**src/rtl/mips_pkg.sv**
```systemverilog
// Shared fetch/decode definitions: word width, default queue depth, NOP encoding
// and the fetch-entry record carried from IF to ID.
package mips_pkg;

  localparam int WORD_W    = 32;
  localparam int IFQ_DEPTH = 4;

  localparam logic [WORD_W-1:0] NOP = 32'b0;

  typedef struct packed {
    logic [WORD_W-1:0] pc;
    logic [WORD_W-1:0] instr;
  } fetch_entry_t;

endpackage

```
**src/rtl/if_queue_mem.sv**
```systemverilog
// Entry storage for the IF/ID queue: one synchronous write port and one
// asynchronous read port. Contents are never reset; occupancy lives in the control.
module if_queue_mem #(
  parameter int DEPTH  = 4,
  parameter int DATA_W = 64,
  parameter int ADDR_W = $clog2(DEPTH)
) (
  input  logic              clk,
  input  logic              we_i,
  input  logic [ADDR_W-1:0] waddr_i,
  input  logic [DATA_W-1:0] wdata_i,
  input  logic [ADDR_W-1:0] raddr_i,
  output logic [DATA_W-1:0] rdata_o
);

  logic [DATA_W-1:0] mem_q [DEPTH];

  always_ff @(posedge clk) begin
    if (we_i) mem_q[waddr_i] <= wdata_i;
  end

  assign rdata_o = mem_q[raddr_i];

endmodule

```
**src/rtl/if_id_queue.sv**
```systemverilog
// IF/ID instruction queue: pointer and occupancy control around if_queue_mem.
// Optional empty-queue bypass is enabled by defining IF_ID_QUEUE_BYPASS_EN.
module if_id_queue #(
  parameter int DEPTH  = mips_pkg::IFQ_DEPTH,
  parameter int WORD_W = mips_pkg::WORD_W
) (
  input  logic                     clk,
  input  logic                     rst,
  input  logic                     flush,
  input  logic                     in_valid,
  input  logic [WORD_W-1:0]        in_pc,
  input  logic [WORD_W-1:0]        in_instr,
  output logic                     in_ready,
  input  logic                     out_ready,
  output logic                     out_valid,
  output logic [WORD_W-1:0]        out_pc,
  output logic [WORD_W-1:0]        out_instr,
  output logic [$clog2(DEPTH):0]   count
);
  import mips_pkg::*;

  localparam int PTR_W = $clog2(DEPTH);
  localparam int CNT_W = PTR_W + 1;
  localparam logic [CNT_W-1:0]  CNT_FULL = CNT_W'(DEPTH);
  localparam logic [WORD_W-1:0] NOP_W    = WORD_W'(NOP);

  logic [PTR_W-1:0]    wr_ptr_q, wr_ptr_d;
  logic [PTR_W-1:0]    rd_ptr_q, rd_ptr_d;
  logic [CNT_W-1:0]    count_q, count_d;
  logic                empty, full;
  logic                push, pop, bypass;
  logic [2*WORD_W-1:0] head;

  assign empty = (count_q == '0);
  assign full  = (count_q == CNT_FULL);

`ifdef IF_ID_QUEUE_BYPASS_EN
  // An empty queue forwards the incoming entry; if it is consumed now it is never stored.
  assign bypass = empty && in_valid && !flush;
`else
  assign bypass = 1'b0;
`endif

  assign push = in_valid && !full && !flush && !(bypass && out_ready);
  assign pop  = !empty && out_ready && !flush;

  always_comb begin
    wr_ptr_d = wr_ptr_q;
    rd_ptr_d = rd_ptr_q;
    count_d  = count_q;
    if (flush) begin
      wr_ptr_d = '0;
      rd_ptr_d = '0;
      count_d  = '0;
    end else begin
      if (push) wr_ptr_d = wr_ptr_q + PTR_W'(1);
      if (pop)  rd_ptr_d = rd_ptr_q + PTR_W'(1);
      unique case ({push, pop})
        2'b10:   count_d = count_q + CNT_W'(1);
        2'b01:   count_d = count_q - CNT_W'(1);
        default: count_d = count_q;
      endcase
    end
  end

  always_ff @(posedge clk or negedge rst) begin
    if (!rst) begin
      wr_ptr_q <= '0;
      rd_ptr_q <= '0;
      count_q  <= '0;
    end else begin
      wr_ptr_q <= wr_ptr_d;
      rd_ptr_q <= rd_ptr_d;
      count_q  <= count_d;
    end
  end

  if_queue_mem #(
    .DEPTH  (DEPTH),
    .DATA_W (2*WORD_W),
    .ADDR_W (PTR_W)
  ) u_mem (
    .clk     (clk),
    .we_i    (push),
    .waddr_i (wr_ptr_q),
    .wdata_i ({in_pc, in_instr}),
    .raddr_i (rd_ptr_q),
    .rdata_o (head)
  );

  always_comb begin
    out_pc    = NOP_W;
    out_instr = NOP_W;
    if (!empty) begin
      out_pc    = head[2*WORD_W-1:WORD_W];
      out_instr = head[WORD_W-1:0];
    end else if (bypass) begin
      out_pc    = in_pc;
      out_instr = in_instr;
    end
  end

  assign out_valid = !empty || bypass;
  assign in_ready  = !full;
  assign count     = count_q;

endmodule
```
**config.mk**
```make
export PLATFORM = sky130hd
export DESIGN_NAME = if_id_queue
export DESIGN_NICKNAME = d
export VERILOG_FILES = /design/src/rtl/mips_pkg.sv /design/src/rtl/if_queue_mem.sv /design/src/rtl/if_id_queue.sv
export SDC_FILE = /design/constraint.sdc
export NUM_CORES = 1
export LEC_CHECK = 0
export CAP_MARGIN = 25
export CORE_UTILIZATION = 40
export DETAILED_ROUTE_END_ITERATION = 12
export GPL_ROUTABILITY_DRIVEN = 0
export PLACE_DENSITY_LB_ADDON = 0.12
export REMOVE_ABC_BUFFERS = 1
export SLEW_MARGIN = 25
export SYNTH_ARGS = -nofsm -noshare
export SYNTH_HDL_FRONTEND = slang
export SYNTH_SLANG_ARGS = --single-unit
```
**constraint.sdc**
```tcl
create_clock -name clk -period 6.41 [get_ports clk]
set_clock_uncertainty 0.2 [all_clocks]
set_input_delay 0.9615 -clock clk [delete_from_list [all_inputs] [get_ports clk]]
set_output_delay 0.9615 -clock clk [all_outputs]
set_load 0.005 [all_outputs]
```
# Word-level counts from Yosys, hierarchy flattened
# Memory sizes are Yosys's and may differ from the RTL's.
# Cells that the tools add are included.
# op_classes
eq_ne	3
mux	10
reduce_logical	11
addsub	4
# ops
cell	count
2-to-1 mux 32 bit	2
2-to-1 mux 2 bit	4
case mux 3 bit (2 select lines)	1
adder 2 x 1 -> 2 bit, second input constant	2
logical AND 1 bit	4
nonzero test 2 bit	2
adder 3 x 1 -> 3 bit, second input constant	1
equality test 3 bit, second input constant	1
logical NOT 1 bit	3
logical NOT 3 bit	1
2-to-1 mux 3 bit	1
nonzero test 3 bit	1
subtractor 3 x 1 -> 3 bit, second input constant	1
equality test 2 x 1 -> 1 bit, second input constant	1
equality test 2 bit, second input constant	1
2-to-1 mux 1 bit	2
# totals
mem_count	1
in_bits	69
out_inout_bits	69
mem_bits_rw	256
ff_bits	7
wordCells	32
# memory_table
memory	depth	width	read_ports	rd_ports_with_merged_regs	write_ports	line_no	text
u_mem.mem_q	4	64	1	0	1	if_queue_mem.sv:16	logic [DATA_W-1:0] mem_q [DEPTH];

# Logic depth before layout (Yosys ltp)
# depth
word_depth	7
mapped_depth	7
mapped_depth_nobuf	6

# Hierarchy
# Synthesis repeated with hierarchy kept, for this count alone.
# unflattened
cells_unflattened	466
area_unflattened_um2	10294.9
# by_module_without_submodules
module	cells_each	area_each_um2	seq_area_each_um2	instances
if_queue_mem	338	9341.5	7687.4	1
if_id_queue	128	953.4	175.2	1

# Worst setup path after synthesis
# Ideal clock, no wire load.
# synth_timing
kind	in2reg
start	input port flush
end	memory u_mem.mem_q[0][0], enable pin
t_required_ps	5781
setup_ps	429
stages	3
arrival_ps	3029
path_slack_ps	2753
n_path_buf	1
cell_sequence	clkbuf_1 > nor3_1 > and2_1
# synth_via
elab_chain_cells	4
# synth_lines
element	line_no	text
from (decl)	if_id_queue.sv:9	input logic flush,
logical NOT 1 bit	if_id_queue.sv:44	assign push = in_valid && !full && !flush && !(bypass && out_ready);
logical AND 1 bit	if_id_queue.sv:44	
2-to-1 mux 1 bit	if_queue_mem.sv:19	if (we_i) mem_q[waddr_i] <= wdata_i;
2-to-1 mux 1 bit (implied by the code)	if_queue_mem.sv:19	
to (decl)	if_queue_mem.sv:16	
# No other way between the ends.

# Final worst setup path
# layout_timing
start	register rd_ptr_q[0]
end	output port out_pc[22]
# layout_via
elab_chain_cells	2
# layout_lines
element	line_no	text
from (decl)	if_id_queue.sv:28	logic [PTR_W-1:0] rd_ptr_q, rd_ptr_d;
from (signal assigned)	if_id_queue.sv:73	rd_ptr_q <= rd_ptr_d;
memory read (4 x 64 bit)	--	
2-to-1 mux 32 bit	if_id_queue.sv:94	if (!empty) begin
to (decl)	if_id_queue.sv:16	output logic [WORD_W-1:0] out_pc,
# No other way between the ends.

==> flow_summary.yaml <==
timing:
  max_freq_mhz: 241
  period_share_pct: 64.7
  max_slew_margin_pct: 55.2
  tightest_slew_ns: 0.671
  rsz0062_at_grt: "false"
  finalHoldViolCount: 0
  period_needed_ns: 4.15
  fin_hold_ws_ns: 0.398
  tns_ns: 0
  fin_ws_ns: 2.26
  final_max_slew_viol_count: 0
  setup-violations-final: 0
final_layout:
  fill_cells: 2077
  nets: 690
  final_cells: 966
  diodes: 0
  finalInstanceArea_um2: 12900
  post-route-util_pct: 51.5
  regArea_um2: 7870
  drive_gt1_share_pct: 19.5
  multiInputGateArea_um2: 2200
  synthToLayoutAreaGrowth_pct: 26.5
cts:
  clkLatencyLatePin_ns: 0.52
  path_clk_slew_ns: 0.06
  cts_hold_buf: 0
  cts_resized: 0
  clockRootBuffer: "clkbuf_16"
  clock_path_buffers: 3
  cts_tree: "done"
  cts_max_level: 1
  cts_buffers: 27
  cts.sinks: 263
  post_cts_buffers: 0
critical_path:
  cp.required_ns: 5.25
  rrSetupSlack_ns: 3.64
  max_stage_delay_ns: 0.72
  critPathArrivalTime_ns: 2.98
  rr_worst_depth: 6
  r2r-end: "count[1]"
  path_class: "reg -> out"
  critical_path_buf_inv_count: 2
  cp_max_fo: 23
  crit_path_start_kind: "flip-flop"
  cp_top_family: "buffers and inverters"
  crit_path_end_kind: "output pin"
  reg2reg_from: "count[0]"
  worstPathCellList: "buf_4 > mux4_2 > and2_1 > clkdlybuf4s50_1"
  critPathSlowestCell: "dfrtp_4"
logic_synthesis:
  synth.most_common_cell: "edfxtp_1"
  synth-seq-cells: 263
  netlist_top_cells_count: "256 x edfxtp_1, 68 x and2_1, 64 x mux4_2"
  synth_warnings: 0
  ys.flop_type: "edfxtp_1"
  synth-edff-count: 256
  ys_top_cells_by_area: "edfxtp_1 75%, mux4_2 14%, and2_1 4.2%"
  syn_area_um2: 10200
  netlist.top_cell.by_area: "edfxtp_1"
  synthArstFlopShare_pct: 2.66
  avgSynthCellArea_um2: 21.8
  netlist_instances: 468
  synth-seq-area-share_pct: 76.9
  synth_top_area_share_pct: 75.2
  synth_cell_type_count: 34
grt:
  grt_max_degree: 66
  grt_pass1_vias: 5205
  grt.overflow.total: 0
  grt_antenna_before_repair: 1
  grt_pass1_wl_um: 29600
  grt_usage_pct: 15.2
detailed_routing:
  drt-initial-drc-count: 257
  num_vias: 4857
  routed_via_density: 5.03
  antenna_left: 0
  dr.pass1.iters: 4
  wl_per_cell_um: 20.1
  wl_um: 19400
  drc: 0
hold_path:
  hold_class: "reg -> reg"
  min_path_cells: 2
  hold_path_startpoint: "wr_ptr_q[1]"
  min_to: "wr_ptr_q[1]"
power_and_ir_drop:
  total_power_mw: 4.36
  p_leak_nw: 4.09
  ir_drop_uv: 138
  power.density_nw_per_um2: 337
run:
  maxCapViolations: 0
status:
  status: "finished, final reports clean"
floorplanning:
  dieArea_um2: 26200
  pin_count: 138
  num_rows: 58
  start_util_pct: 40.7
  coreArea_um2: 25100
  die-width_um: 162
  die_h_um: 162
placed_design:
  dp_slack_ns: 2.56
  dp.cells: 916
  place_hpwl_um: 11000
  io_buffers: 137
  dpl_cell_area_um2: 12000
[sequential cells by signal (all words and copies together), names as in the netlist]
name,count
u_mem.mem_q,256
rd_ptr_q,2
count,3
wr_ptr_q,2
[final cells by class]
type / instances / share of cell area, %
sequential: 263 / 60.9
timing repair buffer: 145 / 11.6
inverter: 5 / 0.145
clock buffer: 31 / 5.42
multi-input combinational: 174 / 17.0
tap: 330 / 3.19
clock inverter: 18 / 1.74
[report_power, final]
group          switching (mW)  total (mW)  internal, mW
sequential             0.0479        2.00          1.95
combinational           0.292       0.750         0.457
clock                   0.628        1.61         0.986
total                   0.968        4.36          3.39
[routing by layer]
metal | vias up | share of wire (%) | track usage, %
li1 | 2202 | - | -
met1 | 2510 | 42 | 19.4
met2 | 124 | 51 | 26.2
met3 | 21 | 5.3 | 2.96
met4 | 0 | 1.5 | 4.42
met5 | - | 0 | 0
[cell families (layout without fill, tap and decap cells)]
family | Yosys count | count (layout) | share of synthesized area (%)
xor gates and xnor gates | 3 | 3 | 0.257
AOI/OAI and AO/OA | 16 | 16 | 1.13
muxes | 65 | 65 | 14.2
adders and majority gates | 5 | 5 | 0.685
and+or+nand+nor | 85 | 85 | 5.18
buffers and inverters | 31 | 199 | 1.65
DFF | 263 | 263 | 76.9
[layout by cell type, fill, tap and decap left out, drive strengths merged, types with 5 or more instances in the layout]
master | synthesis | layout
and2 | 68 | 68
clkinv | 0 | 10
edfxtp | 256 | 256
nor2 | 5 | 5
inv | 5 | 6
mux4 | 64 | 64
clkdlybuf4s50 | 0 | 137
dfrtp | 7 | 7
clkbuf | 10 | 31
bufinv | 0 | 5
buf | 16 | 8
[tightest hold or removal path, stage by stage, from the launching register on]
cell     delay, ns
dfrtp_1       0.41
o21ai_0       0.08
a21oi_1       0.07
[worst max-delay path by stage]
stage	from	to	cells after the start
final	rd_ptr_q[0]	out_pc[22]	4
after global routing	rd_ptr_q[0]	out_instr[6]	4
after CTS	rd_ptr_q[0]	out_instr[17]	4
after detailed placement	in_valid	u_mem.mem_q[0][30]	5
after global placement	in_valid	u_mem.mem_q[1][53]	4
after floorplan	rd_ptr_q[0]	out_instr[0]	2
No activity file was read; power rests on OpenSTA's default activity.
